==> src/rtl/move_queue_sequencer.sv <==
// move_queue_sequencer
// Buffers upstream move commands in a small FIFO and hands them one at a
// time to a stepper driver using a StepWrite / Waiting handshake. It skips
// zero-length moves, refuses moves into an active endstop, times out a
// driver that never starts, and honours an abort that flushes the queue.
//
// Ports
//   Clock100Mhz   : sole clock, rising edge
//   Reset         : asynchronous, active-low
//   CmdValid/CmdReady, CmdStepCount, CmdFeedRate, CmdDirection : command input
//   Abort         : flush queue and stop issuing
//   FaultClear    : clears LimitFault and TimeoutFault
//   LimitStart/LimitEnd : synchronised endstop levels
//   Waiting       : driver idle (1) / running (0)
//   StepWrite     : start request to the driver
//   StepCount, FeedRate, Direction : move parameters held for the driver
//   Busy          : sequencer active or commands pending
//   QueueLevel    : FIFO occupancy
//   LimitFault, TimeoutFault : sticky fault flags
module move_queue_sequencer #(
  parameter int unsigned DEPTH       = 4,
  parameter int unsigned ACK_TIMEOUT = 1000000,
  localparam int unsigned MOVE_W     = 20,
  localparam int unsigned PTR_W      = $clog2(DEPTH),
  localparam int unsigned LVL_W      = PTR_W + 1
) (
  input  logic              Clock100Mhz,
  input  logic              Reset,
  input  logic              CmdValid,
  output logic              CmdReady,
  input  logic [MOVE_W-1:0] CmdStepCount,
  input  logic [MOVE_W-1:0] CmdFeedRate,
  input  logic              CmdDirection,
  input  logic              Abort,
  input  logic              FaultClear,
  input  logic              LimitStart,
  input  logic              LimitEnd,
  input  logic              Waiting,
  output logic              StepWrite,
  output logic [MOVE_W-1:0] StepCount,
  output logic [MOVE_W-1:0] FeedRate,
  output logic              Direction,
  output logic              Busy,
  output logic [LVL_W-1:0]  QueueLevel,
  output logic              LimitFault,
  output logic              TimeoutFault
);

  localparam int unsigned CNT_W = $clog2(ACK_TIMEOUT + 1);

  typedef struct packed {
    logic [MOVE_W-1:0] step_count;
    logic [MOVE_W-1:0] feed_rate;
    logic              direction;
  } move_cmd_t;

  typedef enum logic [2:0] {
    IDLE  = 3'd0,
    LOAD  = 3'd1,
    ISSUE = 3'd2,
    RUN   = 3'd3,
    DRAIN = 3'd4
  } state_t;

  state_t            state;
  state_t            state_next;

  move_cmd_t         mem [DEPTH];
  move_cmd_t         cmd_in;
  move_cmd_t         head;
  logic [PTR_W-1:0]  wr_ptr;
  logic [PTR_W-1:0]  rd_ptr;
  logic [PTR_W-1:0]  wr_addr;
  logic [LVL_W-1:0]  level;
  logic [CNT_W-1:0]  issue_cnt;

  logic              fifo_empty;
  logic              push;
  logic              pop;
  logic              flush;
  logic              load_en;
  logic              limit_hit;
  logic              limit_set;
  logic              timeout_set;

  assign cmd_in     = '{step_count: CmdStepCount, feed_rate: CmdFeedRate, direction: CmdDirection};
  assign head       = mem[rd_ptr];
  assign fifo_empty = (level == '0);
  assign limit_hit  = head.direction ? LimitEnd : LimitStart;

  // Reset gating keeps the handshake closed while the block is held in reset.
  assign CmdReady   = Reset & (level < LVL_W'(DEPTH)) & ~Abort;
  assign push       = CmdValid & CmdReady;

  // A flush resets both pointers, so a write landing in the same cycle goes to slot 0.
  assign wr_addr    = flush ? '0 : wr_ptr;

  // Decoded from the state register, so reset drops StepWrite without a clock edge.
  assign StepWrite  = (state == ISSUE);
  assign Busy       = (state != IDLE) | ~fifo_empty;
  assign QueueLevel = level;

  // State register.
  always_ff @(posedge Clock100Mhz or negedge Reset) begin
    if (!Reset) begin
      state <= IDLE;
    end else begin
      state <= state_next;
    end
  end

  // Next-state and per-cycle control decode.
  always_comb begin
    state_next  = state;
    pop         = 1'b0;
    load_en     = 1'b0;
    flush       = Abort;
    limit_set   = 1'b0;
    timeout_set = 1'b0;

    case (state)
      IDLE: begin
        if (!Abort && !fifo_empty && Waiting && !LimitFault && !TimeoutFault) begin
          state_next = LOAD;
        end
      end

      LOAD: begin
        if (Abort) begin
          state_next = IDLE;
        end else begin
          pop     = 1'b1;
          load_en = 1'b1;
          if (head.step_count == '0) begin
            state_next = IDLE;
          end else if (limit_hit) begin
            limit_set  = 1'b1;
            state_next = IDLE;
          end else begin
            state_next = ISSUE;
          end
        end
      end

      ISSUE: begin
        if (Abort) begin
          state_next = DRAIN;
        end else if (!Waiting) begin
          state_next = RUN;
        end else if (issue_cnt == CNT_W'(ACK_TIMEOUT - 1)) begin
          // Driver never acknowledged: give up and discard everything queued.
          timeout_set = 1'b1;
          flush       = 1'b1;
          state_next  = IDLE;
        end
      end

      RUN: begin
        if (Abort) begin
          state_next = DRAIN;
        end else if (Waiting) begin
          state_next = IDLE;
        end
      end

      DRAIN: begin
        if (Waiting) begin
          state_next = IDLE;
        end
      end

      default: begin
        state_next = IDLE;
      end
    endcase
  end

  // FIFO storage; contents are don't-care until written.
  always_ff @(posedge Clock100Mhz) begin
    if (push) begin
      mem[wr_addr] <= cmd_in;
    end
  end

  // FIFO pointers and occupancy.
  always_ff @(posedge Clock100Mhz or negedge Reset) begin
    if (!Reset) begin
      wr_ptr <= '0;
      rd_ptr <= '0;
      level  <= '0;
    end else if (flush) begin
      rd_ptr <= '0;
      wr_ptr <= push ? PTR_W'(1) : '0;
      level  <= push ? LVL_W'(1) : '0;
    end else begin
      if (push) begin
        wr_ptr <= wr_ptr + PTR_W'(1);
      end
      if (pop) begin
        rd_ptr <= rd_ptr + PTR_W'(1);
      end
      case ({push, pop})
        2'b10:   level <= level + LVL_W'(1);
        2'b01:   level <= level - LVL_W'(1);
        default: level <= level;
      endcase
    end
  end

  // Cycles spent in ISSUE; restarts from zero on every entry.
  always_ff @(posedge Clock100Mhz or negedge Reset) begin
    if (!Reset) begin
      issue_cnt <= '0;
    end else if (state == ISSUE) begin
      issue_cnt <= issue_cnt + CNT_W'(1);
    end else begin
      issue_cnt <= '0;
    end
  end

  // Move parameters latched at LOAD and held until the next LOAD.
  always_ff @(posedge Clock100Mhz or negedge Reset) begin
    if (!Reset) begin
      StepCount <= '0;
      FeedRate  <= '0;
      Direction <= 1'b0;
    end else if (load_en) begin
      StepCount <= head.step_count;
      FeedRate  <= head.feed_rate;
      Direction <= head.direction;
    end
  end

  // Sticky faults; a set in the same cycle wins over FaultClear.
  always_ff @(posedge Clock100Mhz or negedge Reset) begin
    if (!Reset) begin
      LimitFault   <= 1'b0;
      TimeoutFault <= 1'b0;
    end else begin
      if (limit_set) begin
        LimitFault <= 1'b1;
      end else if (FaultClear) begin
        LimitFault <= 1'b0;
      end
      if (timeout_set) begin
        TimeoutFault <= 1'b1;
      end else if (FaultClear) begin
        TimeoutFault <= 1'b0;
      end
    end
  end

endmodule

==> config.mk <==
export PLATFORM = sky130hd
export DESIGN_NAME = move_queue_sequencer
export DESIGN_NICKNAME = d
export VERILOG_FILES = /design/src/rtl/move_queue_sequencer.sv
export SDC_FILE = /design/constraint.sdc
export NUM_CORES = 1
export LEC_CHECK = 0
export CAP_MARGIN = 40
export CORE_MARGIN = 4
export CORE_UTILIZATION = 53
export CTS_BUF_LIST = sky130_fd_sc_hd__clkbuf_8
export DETAILED_ROUTE_END_ITERATION = 6
export GPL_ROUTABILITY_DRIVEN = 0
export GPL_TIMING_DRIVEN = 0
export PLACE_DENSITY = 0.78
export SYNTH_ARGS = -nofsm -noshare
export SYNTH_HDL_FRONTEND = slang
export SYNTH_SLANG_ARGS = --single-unit
==> constraint.sdc <==
create_clock -name Clock100Mhz -period 4.2 [get_ports Clock100Mhz]
set_input_delay 0.63 -clock Clock100Mhz [delete_from_list [all_inputs] [get_ports Clock100Mhz]]
set_output_delay 0.63 -clock Clock100Mhz [all_outputs]
set_load 0.03 [all_outputs]
; ---- After elaboration in Yosys (flattened, before gate mapping)
; Memories as Yosys holds them, arrays and structs flattened.
; Cells that the tools add are included.
[word_totals]
register_bits = 73
ram_bits = 164
in_bits = 49
wordCells = 88
memories = 1
[mem_list]
columns = memory, words, word_bits, read_ports, rd_ports_with_merged_regs, write_ports, line
row1 = mem, 4, 41, 1, 0, 1, 68  ; move_cmd_t mem [DEPTH];
[op_classes]
add_sub_neg = 5
order_cmp = 1
eq_ne = 9
muxes = 38
n_bitwise = 6
n_reduce_logical = 18
[ops]
columns = operator, count
row1 = $mux W3, 7
row2 = $add A20 B1 Y20 const B, 1
row3 = $eq A20 B20 Y1 const B, 1
row4 = $logic_not A20 Y1, 1
row5 = $mux W1, 20
row6 = $mux W20, 1
row7 = $mux W2, 8
row8 = $pmux W3 S5, 1
row9 = $reduce_bool A2 Y1, 4
row10 = $eq A3 B2 Y1 const B, 2
row11 = $logic_not A3 Y1, 2
row12 = $pmux W3 S2, 1
row13 = $reduce_bool A3 Y1, 2
row14 = $add A2 B1 Y2 const B, 2
row15 = $logic_and A1 B1 Y1, 4
row16 = $logic_not A1 Y1, 4
row17 = $ne A4 B3 Y1 const B, 1
row18 = $add A3 B1 Y3 const B, 1
row19 = $and A1 B1 Y1, 3
row20 = $eq A3 B1 Y1 const B, 1
row21 = $eq A3 B3 Y1 const B, 1
row22 = $lt A3 B3 Y1 const B, 1
row23 = $sub A3 B1 Y3 const B, 1
row24 = $eq A2 B1 Y1 const B, 1
row25 = 5 further kinds, 6

; ---- Depth between registers and ports, before layout
[depth]
depth_word = 8
ltp_mapped = 8

; ---- Worst setup path after synthesis
; OpenSTA, ideal clock, no wires.
[synth_path]
kind = input to register
startpoint = in Abort
endpoint = mem mem[1][0] in the netlist's numbering, enable pin
setup_ps = 490
arrival_time_ps = 4550
setup_slack_ps = -840
path_stages = 3
path_cell_list = nor3b_1 > nand3_1 > nor3_1
[synth_via]
elab_chain_cells = 5
[synth_lines]
columns = element, line
row1 = "start, declared", 34  ; input logic Abort,
row2 = $not A1 Y1, 92  ; assign CmdReady = Reset & (level < LVL_W'(DEPTH)) & ~Abort;
row3 = $and A1 B1 Y1, 92
row4 = $and A1 B1 Y1, 93  ; assign push = CmdValid & CmdReady;
row5 = $mux W1, 180  ; if (push) begin
row6 = $mux W1 (not written as such), 181  ; mem[wr_addr] <= cmd_in;
row7 = "end, declared", 68
; Parallel ways exist; a longest one is shown, timed or not.

; ---- Worst setup path after layout
[layout_path]
startpoint = reg issue_cnt[7]
endpoint = mem mem[0][28] in the netlist's numbering, enable pin
[layout_via]
elab_chain_cells = 6
[layout_lines]
columns = element, line
row1 = "start, declared", 75  ; logic [CNT_W-1:0] issue_cnt;
row2 = "start signal, assigned", 215  ; issue_cnt <= issue_cnt + CNT_W'(1);
row3 = $eq A20 B20 Y1, 150  ; end else if (issue_cnt == CNT_W'(ACK_TIMEOUT - 1)) begin
row4 = $mux W1, 150
row5 = $mux W1, 148  ; end else if (!Waiting) begin
row6 = $mux W1, 146  ; if (Abort) begin
row7 = $mux W1, 121  ; case (state)
row8 = $mux W2, 96  ; assign wr_addr = flush ? '0 : wr_ptr;
; No other way between the ends.

==> qor.csv <==
metric;value;unit
most area-consuming cells after synthesis;sky130_fd_sc_hd__edfxtp_1 54%, sky130_fd_sc_hd__dfrtp_1 20%, sky130_fd_sc_hd__mux4_2 10%;
TritonCTS Buffers;39;
combinational family with the most area after synthesis;multiplexers;
Largest delay share family, worst path;simple AND/OR/NAND/NOR gates;
max-cap violations;0;
Post-Synthesis Net Count;537;
fill cell count;1089;
count of cell types in the netlist;49;
vias in the first global route;5329;
Max transition margin;0.437;
ant diodes;0;
number of I/O port buffers;97;
largest net degree at the start of global routing;52;
CTS tree;built;
Root Buffer;sky130_fd_sc_hd__clkbuf_8;
number of placement rows;47;
post-synthesis adder-cell area fraction;0.00355;
cell-by-cell listing of the critical path;or4_1, or4_4, o41ai_4, a21oi_1, nor2_4, buf_12;
gr usage total;0.189;
share of the synthesized area in compound gates (AO/OA/AOI/OAI);0.0146;
total of warnings raised by yosys;0;
Post-CTS Hold Fix Bufs;0;
Final period util;0.849;
worst-path fanout max;21;
XOR/XNOR share of the synthesized area;0.0220;
count of unresolved DRC violations after routing;0;
top achievable clock speed;281;MHz
Max Clock Skew;23.3;ps
power density of the placed cells;571;nW/um^2
number of iterations in the first detailed-routing pass;5;
worst setup path category;flip-flop to flip-flop;
First DRT Iteration DRCs;335;
worst slack at placement;624;ps
Die Footprint;19400;sq um
number of buffers and inverters on the critical path;1;
critical path's largest stage delay;620;ps
mux cell area share after synthesis;0.154;
area fraction of the dominant cell type after synthesis;0.538;
Max rail drop VDD;0.501;mV
Worst Max-Slew Pin Slew;844;ps
detailed-placement wirelength estimate;12100;um
standby leakage power;0.00396;uW
share of the yosys chip area belonging to registers;0.737;
chip width;139;um
Hold Slack;38.8;ps
Slowest-stage cell, CP;sky130_fd_sc_hd__nor2_4;
clock tree buffer depth;3;
starting utilization of the core area;0.546;
Total Wirelength;18000;um
count of endpoints failing hold in the final timing report;0;
# resized after CTS;0;
ANT nets after route;0;
count of nets after finishing;685;
top library cells by usage in the layout, fill and taps aside;164 x sky130_fd_sc_hd__edfxtp_1, 96 x sky130_fd_sc_hd__clkdlybuf4s50_1, 73 x sky130_fd_sc_hd__dfrtp_1;
number of register bits inferred by synthesis;237;
Worst Setup Start Kind;flip-flop;
Avg Synthesized Cell Area;18.8;sq um
fin util;0.677;
buffer count from post-CTS setup fixing;0;
status;completed;
final number of setup-violating endpoints;0;
antenna violations before repair;0;
post-layout minimum cycle time;3560;ps
number of standard cells after synthesis;486;
cell area after synthesis;9160;sq um
number of sinks handled by clock tree synthesis;237;
ratio of cells with drive above 1 in the final layout;0.238;
routed length per placed instance;20.3;um
overall power;6480;uW
min setup slack post-route;635;ps
required time of the critical path;4400;ps
min-delay worst type;primary input to asynchronous set/reset pin;
standard cell core area;16800;sq um
clock insertion delay at the later pin of the skew report;520;ps
Remaining Overflow, GRT;0;
vias after detailed routing;4932;
commonest non-fill, non-tap cell in the layout;sky130_fd_sc_hd__edfxtp_1;
Post-Synth Simple-Gate Area;0.0566;
WP data arrival;3760;ps
first-pass GRT wire length;28500;um
CTS HTree Levels;2;
Die Height;139;um
ports placed on the boundary;98;
unrepaired setup endpoints after global routing;false;
Total Neg Setup Slack;0;ps
library cell occupying the most area in the post-synthesis netlist;sky130_fd_sc_hd__edfxtp_1;
average vias per placed instance;5.58;
element type at the critical path end;flip-flop;
clk slew on worst S/H paths;60;ps
Syn-to-layout area delta;23.9;%
Slew Limit Fails;0;
-- where the power goes --
group / switching, uW / leakage (uW) / internal (uW) / total [uW]
Clock: 852 / 0.000404 / 938 / 1790
Sequential: 166 / 0.00241 / 2770 / 2930
Combinational: 929 / 0.00115 / 831 / 1760
Total: 1950 / 0.00396 / 4540 / 6480
-- worst reg2reg max path: stages, from the launching register on --
cell                      delay [ps]
sky130_fd_sc_hd__dfrtp_1         430
sky130_fd_sc_hd__or4_1           540
sky130_fd_sc_hd__or4_4           600
sky130_fd_sc_hd__o41ai_4         610
sky130_fd_sc_hd__a21oi_1         170
sky130_fd_sc_hd__nor2_4          620
sky130_fd_sc_hd__buf_12          270
-- layer usage --
| layer | GRT usage | part of all wire | wire length (um) |
|---|---|---|---|
| met5 | 0 | 0 | 0 |
| met2 | 0.307 | 0.50 | 9010 |
| met1 | 0.253 | 0.42 | 7460 |
| met4 | 0.0551 | 0.018 | 320 |
| met3 | 0.0518 | 0.065 | 1160 |
-- worst paths after layout --
kind / slack, ps / depth (start not counted) / start / end
worst max-delay path: 640 / 6 / issue_cnt[7] / mem[0][28]
worst min-delay path: 40 / 1 / Reset / StepCount[17]
worst max register to register: 640 / 6 / issue_cnt[7] / mem[0][28]
worst min register to register: 470 / 1 / issue_cnt[0] / issue_cnt[0]
max in group asynchronous: 3580 / 2 / Reset / FeedRate[6]
min in group Clock100Mhz: 470 / 1 / issue_cnt[0] / issue_cnt[0]
-- per-stage QoR --
stage,cells,instance area (sq um)
2_1_floorplan,486,9170
3_3_place_gp,803,10400
3_5_place_dp,812,10600
4_1_cts,883,11300
5_1_grt,884,11300
6_report,884,11300
-- cell type report --
type                            count  area [sq um]  share of cell area
Buffer                             18          73.8             0.00651
Clock buffer                       43           592              0.0522
Clock inverter                     28           110             0.00971
Inverter                           10          37.5             0.00331
Multi-Input combinational cell    221          2330               0.205
Sequential cell                   237          6750               0.595
Tap cell                          220           275              0.0243
Timing Repair Buffer              107          1170               0.103
-- logic make-up after synthesis --
family | Yosys count
buffers and inverters | 28
AND/OR/NAND/NOR | 95
multiplexers | 84
flip-flops | 237
adder cells (fa/ha/maj) | 2
XOR/XNOR | 23
AO/OA/AOI/OAI | 17
-- registers in the layout, summed over array words and instances, names as in the netlist --
name / cells
Direction: 1
wr_ptr: 2
StepCount: 20
state: 3
mem: 164
rd_ptr: 2
issue_cnt: 20
LimitFault: 1
FeedRate: 20
QueueLevel: 3
TimeoutFault: 1
-- cell usage after synthesis, drive strengths merged --
master	n
and3	4
nor4	8
and4	1
inv	10
a31oi	1
edfxtp	164
nand4bb	1
o41a	1
o21bai	1
or3	2
or4	2
or4b	1
nand4	2
clkbuf	12
xor2	9
and2	3
o22ai	2
nor4b	2
nor3b	1
o41ai	1
dfrtp	73
nand2	11
xnor2	14
mux4	41
nor3	7
a21oi	3
nor2	34
nand4b	1
ha	1
o32ai	1
mux2i	1
o21a	1
fa	1
buf	6
mux2	42
nand3	8
o21ai	4
a2bb2oi	1
or2	2
a221oi	1
nand3b	2
nand2b	3
Power figures use the tool's default switching activity.
